**src/rtl/frame_demapper.sv**
```systemverilog
// Receive-side frame demapper: hunts for the FAS, tracks row/col position and forwards payload bytes.
// Define FAS_ERR_CNT_EN to add o_fas_err_cnt, a saturating count of failed FAS checks since reset.
module frame_demapper #(
    parameter int NUM_ROWS   = 4,
    parameter int ROW_LEN    = 1041,
    parameter int OH_COLS    = 16,
    parameter int LOF_THRESH = 4
) (
    input  logic        i_clk,
    input  logic        i_rst,
    input  logic [7:0]  i_frame_data,
    input  logic        i_frame_data_valid,
    output logic [7:0]  o_pyld_data,
    output logic        o_pyld_data_valid,
    output logic [1:0]  o_row_cnt,
    output logic [10:0] o_col_cnt,
    output logic        o_frame_start,
    output logic        o_frame_lock,
`ifdef FAS_ERR_CNT_EN
    output logic [15:0] o_fas_err_cnt,
`endif
    output logic [1:0]  o_dbg_state
);

    localparam logic [47:0] FAS          = 48'hF6F6F6282828;
    localparam logic [10:0] FAS_LAST_COL = 11'd5;
    localparam logic [10:0] LAST_COL     = 11'(ROW_LEN - 1);
    localparam logic [10:0] PYLD_FIRST   = 11'(OH_COLS);
    localparam logic [10:0] PYLD_LAST    = 11'(ROW_LEN - 2);
    localparam logic [1:0]  LAST_ROW     = 2'(NUM_ROWS - 1);
    localparam int          BW           = $clog2(LOF_THRESH + 1);
    localparam logic [BW-1:0] LOF        = BW'(LOF_THRESH);

    typedef enum logic [1:0] {
        HUNT    = 2'd0,
        PRESYNC = 2'd1,
        LOCK    = 2'd2
    } state_t;

    state_t        state;
    state_t        state_nxt;
    logic [BW-1:0] bad_cnt;
    logic [BW-1:0] bad_nxt;
    logic [BW-1:0] bad_inc;
    logic [47:0]   fas_sr;
    logic [1:0]    row_cnt;
    logic [10:0]   col_cnt;
    logic          fas_match;
    logic          check_pt;
    logic          check_fail;
    logic          pos_load;
    logic          pyld_take;

    // The current valid byte completes the pattern as the final 0x28.
    assign fas_match  = ({fas_sr[39:0], i_frame_data} == FAS);
    assign check_pt   = i_frame_data_valid && (state != HUNT) &&
                        (row_cnt == 2'd0) && (col_cnt == FAS_LAST_COL);
    assign check_fail = check_pt && !fas_match;
    assign bad_inc    = (bad_cnt == LOF) ? LOF : bad_cnt + 1'b1;

    // State register.
    always_ff @(posedge i_clk or negedge i_rst) begin
        if (!i_rst) begin
            state   <= HUNT;
            bad_cnt <= '0;
        end else begin
            state   <= state_nxt;
            bad_cnt <= bad_nxt;
        end
    end

    // Next-state logic.
    always_comb begin
        state_nxt = state;
        bad_nxt   = bad_cnt;
        case (state)
            HUNT: begin
                if (i_frame_data_valid && fas_match)
                    state_nxt = PRESYNC;
            end
            PRESYNC: begin
                if (check_pt) begin
                    if (check_fail) begin
                        state_nxt = HUNT;
                    end else begin
                        state_nxt = LOCK;
                        bad_nxt   = '0;
                    end
                end
            end
            LOCK: begin
                if (check_pt) begin
                    if (check_fail) begin
                        bad_nxt = bad_inc;
                        if (bad_inc == LOF)
                            state_nxt = HUNT;
                    end else begin
                        bad_nxt = '0;
                    end
                end
            end
            default: state_nxt = HUNT;
        endcase
    end

    // Output decode: position reload in HUNT and payload selection in LOCK.
    always_comb begin
        pos_load  = 1'b0;
        pyld_take = 1'b0;
        if (i_frame_data_valid) begin
            pos_load  = (state == HUNT) && fas_match;
            pyld_take = (state == LOCK) && (col_cnt >= PYLD_FIRST) && (col_cnt <= PYLD_LAST);
        end
    end

    // FAS history is kept across a lock loss so a pattern straddling the exit is still found.
    always_ff @(posedge i_clk or negedge i_rst) begin
        if (!i_rst)
            fas_sr <= '0;
        else if (i_frame_data_valid)
            fas_sr <= {fas_sr[39:0], i_frame_data};
    end

    always_ff @(posedge i_clk or negedge i_rst) begin
        if (!i_rst) begin
            row_cnt <= '0;
            col_cnt <= '0;
        end else if (i_frame_data_valid) begin
            if (pos_load) begin
                row_cnt <= '0;
                col_cnt <= FAS_LAST_COL + 11'd1;
            end else if (col_cnt == LAST_COL) begin
                col_cnt <= '0;
                row_cnt <= (row_cnt == LAST_ROW) ? 2'd0 : row_cnt + 2'd1;
            end else begin
                col_cnt <= col_cnt + 11'd1;
            end
        end
    end

    // Payload registers hold their last value when no byte is forwarded.
    always_ff @(posedge i_clk or negedge i_rst) begin
        if (!i_rst) begin
            o_pyld_data       <= '0;
            o_pyld_data_valid <= 1'b0;
            o_row_cnt         <= '0;
            o_col_cnt         <= '0;
            o_frame_start     <= 1'b0;
            o_frame_lock      <= 1'b0;
        end else begin
            o_pyld_data_valid <= pyld_take;
            o_frame_start     <= pyld_take && (row_cnt == 2'd0) && (col_cnt == PYLD_FIRST);
            o_frame_lock      <= (state == LOCK);
            if (pyld_take) begin
                o_pyld_data <= i_frame_data;
                o_row_cnt   <= row_cnt;
                o_col_cnt   <= col_cnt;
            end
        end
    end

`ifdef FAS_ERR_CNT_EN
    logic [15:0] fas_err_cnt;

    always_ff @(posedge i_clk or negedge i_rst) begin
        if (!i_rst)
            fas_err_cnt <= '0;
        else if (check_fail && (fas_err_cnt != 16'hFFFF))
            fas_err_cnt <= fas_err_cnt + 16'd1;
    end

    assign o_fas_err_cnt = fas_err_cnt;
`endif

    assign o_dbg_state = state;

endmodule

```
**config.mk**
```make
export PLATFORM = sky130hd
export DESIGN_NAME = frame_demapper
export DESIGN_NICKNAME = d
export VERILOG_FILES = /design/src/rtl/frame_demapper.sv
export SDC_FILE = /design/constraint.sdc
export NUM_CORES = 1
export LEC_CHECK = 0
export CORE_MARGIN = 5
export CORE_UTILIZATION = 35
export CTS_CLUSTER_DIAMETER = 60
export DETAILED_ROUTE_END_ITERATION = 12
export GPL_TIMING_DRIVEN = 0
export SLEW_MARGIN = 10
export SYNTH_ARGS = -nofsm -noshare
export SYNTH_HDL_FRONTEND = slang
export SYNTH_SLANG_ARGS = --single-unit
```
**constraint.sdc**
```tcl
create_clock -name i_clk -period 1.9 [get_ports i_clk]
set_input_delay 0.38 -clock i_clk [delete_from_list [all_inputs] [get_ports i_clk]]
set_output_delay 0.38 -clock i_clk [all_outputs]
set_load 0.1 [all_outputs]
```
== Yosys cells after proc, flatten, opt, wreduce, memory -nomap -nowiden ==
Index checks and enable logic that the tools add are counted.

* Register bits after elaboration: 82
* Output and inout bits: 26
* Logic and storage cells: 70
* Input port bits: 11

* Muxes and demuxes: 20
* $add $sub $neg: 3
* Equality and inequality tests: 15
* Magnitude comparators: 2
* Reductions and logical operators: 19

{| class="wikitable"
|+ Operator list
! operator !! count
|-
| $eq 48x48->1 const B || 1
|-
| $mux 11 || 2
|-
| $mux 2 || 9
|-
| $mux 3 || 5
|-
| $ne 2x2->1 const B || 6
|-
| $add 11x1->11 const B || 1
|-
| $eq 11x11->1 const B || 1
|-
| $eq 11x3->1 const B || 1
|-
| $eq 11x5->1 const B || 1
|-
| $ge 11x5->1 const B || 1
|-
| $le 11x11->1 const B || 1
|-
| $logic_and 1x1->1 || 10
|-
| $eq 3x3->1 const B || 2
|-
| $pmux 2 s3 || 1
|-
| $pmux 3 s2 || 1
|-
| $reduce_bool 2->1 || 3
|-
| $reduce_and 5->1 || 1
|-
| $eq 2x2->1 const B || 2
|-
| $logic_not 2->1 || 2
|-
| $reduce_and 4->1 || 1
|-
| $add 3x1->3 const B || 1
|-
| $add 2x1->2 const B || 1
|-
| $eq 2x1->1 const B || 1
|-
| $mux 1 || 2
|-
| other kinds (2) || 2
|}

== Depth between registers and ports, before layout ==
* Depth after elaboration: 8
* Mapped depth: 8
* Mapped depth without buffers: 7

== Least setup slack after synthesis ==
OpenSTA, ideal clock, no wires.

* Path type: register -> register
* Start: register state[1], in the netlist o_dbg_state[1]
* End: register o_col_cnt[0]
* Period minus slack after synthesis: 2097 ps
* Required time: 1774 ps
* Buffers on the path: 2
* Data arrival time: 1971 ps
* Cell stages (with the launch flop): 6
* Setup time: 126 ps
* Path slack: -197 ps
* Path through: dfrtp_1 -> nor2b_1 -> clkbuf_1 -> nand3_1 -> buf_2 -> mux2_2

* Longest elaborated chain between the ends: 4

{| class="wikitable"
|+ RTL lines
! what !! line !! text
|-
| from (decl) || 40 || <nowiki>state_t state;</nowiki>
|-
| from (signal assigned) || 67 || <nowiki>state <= state_nxt;</nowiki>
|-
| $eq 2x2->1 || 112 || <nowiki>pyld_take = (state == LOCK) && (col_cnt >= PYLD_FIRST) && (col_cnt <= PYLD_LAST);</nowiki>
|-
| $logic_and 1x1->1 (2 in a row) || 112 ||
|-
| $mux 1 || 110 || <nowiki>if (i_frame_data_valid) begin</nowiki>
|-
| to (signal assigned) || 157 || <nowiki>o_col_cnt <= col_cnt;</nowiki>
|-
| to (decl) || 16 || <nowiki>output logic [10:0] o_col_cnt,</nowiki>
|}

No other way between the ends.
A chain may end at the register's enable or synchronous reset.

== Worst setup path in the final report ==
* Start: register col_cnt[7]
* End: register row_cnt[0]

* Longest elaborated chain between the ends: 3

{| class="wikitable"
|+ RTL lines
! what !! line !! text
|-
| from (decl) || 47 || <nowiki>logic [10:0] col_cnt;</nowiki>
|-
| from (signal assigned) || 131 || <nowiki>col_cnt <= FAS_LAST_COL + 11'd1;</nowiki>
|-
| from (signal assigned) || 136 || <nowiki>col_cnt <= col_cnt + 11'd1;</nowiki>
|-
| $eq 11x11->1 || 132 || <nowiki>end else if (col_cnt == LAST_COL) begin</nowiki>
|-
| $reduce_bool 2->1 (no source line) || - ||
|-
| $reduce_and 2->1 (no source line) || - ||
|-
| to (signal assigned) || 134 || <nowiki>row_cnt <= (row_cnt == LAST_ROW) ? 2'd0 : row_cnt + 2'd1;</nowiki>
|-
| to (decl) || 46 || <nowiki>logic [1:0] row_cnt;</nowiki>
|}

No other way between the ends.

==> flow_metrics.py <==
metrics = {
    "synth": {
        "syn-num-nets": 292,
        "synthDistinctLibCells": 43,
        "synthMuxAreaShare": 0.1956,
        "synth_edf_count": 0,
        "yosysTopAreaCellShare": 0.5771,
        "synthArstFlopShare": 1.000,
        "netlist_area_um2": 3556,
        "yosys.area.top_type": "dfrtp_1",
        "synth_top_family_by_area": "multiplexers",
        "ys_warn_count": 0,
        "synthXorXnorAreaFrac": 0.01724,
        "synth_most_common_cell": "dfrtp_1",
        "synthTopCellsByArea": "dfrtp_1 (58%), mux2_2 (19%), ha_1 (2.5%)",
        "ys_ff_latch": 82,
        "synth_seq_area_share": 0.5771,
        "synthFlopType": "dfrtp_1",
        "syn_avg_cell_area_um2": 12.98,
        "ys_top_cells_by_count": "dfrtp_1 (82), mux2_2 (60), nor2_1 (15), nand2_1 (14), inv_1 (11)",
        "synth_fa_ha_area_frac": 0.02463,
        "yosys.area_share.simple": 0.1284,
        "synth-compound-area-share": 0.03413,
        "syn-instance-count": 274,
    },
    "detailed_routing": {
        "drt-vias-per-instance": 4.964,
        "wl_um": 7225,
        "via_count": 2358,
        "ant_nets": 0,
        "wire_per_inst_um": 15.21,
        "drt_first_pass_iters": 4,
        "drc": 0,
        "drt_iter0_drc": 85,
    },
    "power_and_ir_drop": {
        "leakagePower_nw": 2.036,
        "powerDensity_nw_per_um2": 938.5,
        "peakVddDrop_mv": 0.4928,
        "power.total_mw": 4.326,
    },
    "critical_path": {
        "worstReg2RegStart": "col_cnt[7]",
        "rr_worst_depth": 5,
        "required_ns": 2.17,
        "r2r-end": "row_cnt[0]",
        "r2r_slack_ns": -0.25,
        "critical_path_class": "register to register",
        "path_cells": "or3_4, or4_4, or2_4, or3_1, a21oi_2",
        "cp_slowest_stage_delay_ns": 0.53,
        "crit_fanout": 3,
        "crit_slowest_cell": "or4_4",
        "crit_arrival_ns": 2.42,
        "end_kind": "register",
        "worstSetupStartpointType": "register",
    },
    "worst_hold_path": {
        "worstHoldEndpoint": "o_pyld_data[2]",
        "holdCritPathClass": "input pin to register",
        "holdPathStages": 2,
        "hold_start": "i_frame_data[2]",
    },
    "timing": {
        "slew_viol_final": 0,
        "tightestPinTransition_ns": 0.5574,
        "grt_setup_unrepaired": "yes",
        "fin_crit_sh": 1.130,
        "period_minus_slack_ns": 2.146,
        "postLayoutSetupSlackWorst_ns": -0.2463,
        "finalHoldViolCount": 0,
        "max_freq_ghz": 0.4659,
        "finClkSkew_ns": 0.007940,
        "setup_viol_count_final": 38,
        "relSlewSlack": 0.6301,
    },
    "clock_tree": {
        "clkSinkCount": 82,
        "cts.reportedPaths.clkPinSlew_ns": 0.08,
        "cts-htree-levels": 3,
        "cts_root_buf": "clkbuf_8",
        "clk_latency_ns": 0.35,
        "numCtsBuffers": 9,
        "clockBufferDepth": 2,
        "cts_tree": "built",
    },
    "global_routing": {
        "antenna_found_initial": 0,
        "grt_max_degree": 52,
        "overflow": 0,
        "grt.total_usage": 0.1216,
        "first_global_vias": 2467,
        "grt_pass1_wl_um": 12090,
    },
    "layout": {
        "n_antenna_cell": 0,
        "regArea_um2": 2059,
        "final_nets": 355,
        "multiInputGateArea_um2": 1564,
        "final_core_util": 0.4694,
        "stdcell_count": 475,
        "final_layout_size_suffix_gt1_frac": 0.4649,
        "syn2layout_area_growth_pct": 29.63,
        "nFillCells": 937,
    },
    "floorplan": {
        "die_area_um2": 12280,
        "rows": 36,
        "die_w_um": 110.8,
        "io_pins": 37,
        "die_y_um": 110.8,
        "start_util": 0.3621,
        "coreArea_um2": 9819,
    },
    "place": {
        "place_inst": 444,
        "port_buffers": 36,
        "gp_congestion": 0.7186,
        "hpwlAfterDp_um": 4906,
    },
    "run": {
        "max_cap_viol_count": 0,
    },
    "run_status": {
        "violations": "setup timing",
        "status": "complete, but fails checks",
    },
}
==> placed cells by master, fill, tap and decap left out, types with 4 or more instances in the layout <==
cell / instances
xnor2_1: 4
o2bb2ai_2: 4
nand2_1: 13
buf_4: 17
dfrtp_1: 76
clkdlybuf4s15_2: 23
nor2_1: 14
clkbuf_8: 10
dfrtp_2: 6
clkbuf_2: 8
nand4_1: 8
clkdlybuf4s50_1: 5
mux2_2: 60
inv_1: 11
ha_1: 7
==> state kept, by name, indices dropped and copies added, names as in the netlist <==
name               count
row_cnt                2
o_pyld_data            8
o_frame_start          1
o_col_cnt             11
col_cnt               11
fas_sr                40
o_row_cnt              2
bad_cnt                3
o_frame_lock           1
o_dbg_state            2
o_pyld_data_valid      1
==> through the flow <==
stage | TNS (ns) | hold WS [ns] | instance area (um^2) | setup slack, ns
floorplan | -2.040 | 0.08441 | 3565 | -0.1607
global placement | -250.60 | 0.4869 | 4091 | -2.866
detailed placement | -42.40 | 0.3548 | 4116 | -0.8387
CTS | -10.82 | 0.4310 | 4574 | -0.2360
global route | -7.980 | 0.3411 | 4609 | -0.3001
finish | -5.073 | 0.3547 | 4609 | -0.2463
==> area by class of cell <==
class	count	share of cell area
sequential	82	0.4468
multi-input combinational	171	0.3393
timing repair buffer	54	0.1170
inverter	11	0.008958
tap	133	0.03610
buffer	8	0.009501
clock buffer	11	0.03067
clock inverter	5	0.01167
==> metal layers <==
layer  GRT usage  vias to the layer above  routed length [um]
li1            -                     1113                   -
met1      0.1521                     1197                3330
met2      0.1974                       41                3463
met3     0.04531                        7                 330
met4     0.03448                        0                 101
met5           0                        -                   0
==> cells by family (layout without fill, tap and decap cells) <==
family,count (synthesis),after routing
buffers and inverters,21,89
and+or+nand+nor,77,77
adders and majority gates,7,7
muxes,62,62
DFF,82,82
AOI/OAI and AO/OA,18,18
xor gates and xnor gates,7,7
==> timing repair <==
action / in CTS / in global routing
buffers inserted: 11 / 5
hold buffers: 1 / 0
resized for setup: 112 / 14
hold endpoints to repair: 31 / 0
pin swaps: 20 / 10
setup endpoints to repair: 102 / 80
==> power by group <==
| group | total (mW) | internal [mW] | switching [mW] | leakage, nW |
|---|---|---|---|---|
| Combinational | 0.844 | 0.425 | 0.419 | 0.900 |
| Sequential | 2.24 | 2.00 | 0.231 | 1.03 |
| Clock | 1.25 | 0.639 | 0.607 | 0.103 |
| Total | 4.33 | 3.07 | 1.26 | 2.04 |
==> worst max path at each step <==
stage | start | endpoint | slack, ns | cells after the start
after floorplan | col_cnt[5] | row_cnt[0] | -0.16 | 5
after CTS | col_cnt[7] | row_cnt[0] | -0.24 | 5
after global placement | i_rst | o_dbg_state[1] | -2.87 | 1
final | col_cnt[7] | row_cnt[0] | -0.25 | 5
after global routing | col_cnt[5] | row_cnt[0] | -0.30 | 5
after detailed placement | i_frame_data[5] | col_cnt[10] | -0.84 | 6
==> critical path, delay by kind of cell (launching register included) <==
family          cells  cell delay [ns]
flops               1             0.42
compound gates      1             0.12
simple gates        4             1.52
Note: power is estimated with default switching activity, not from simulation.
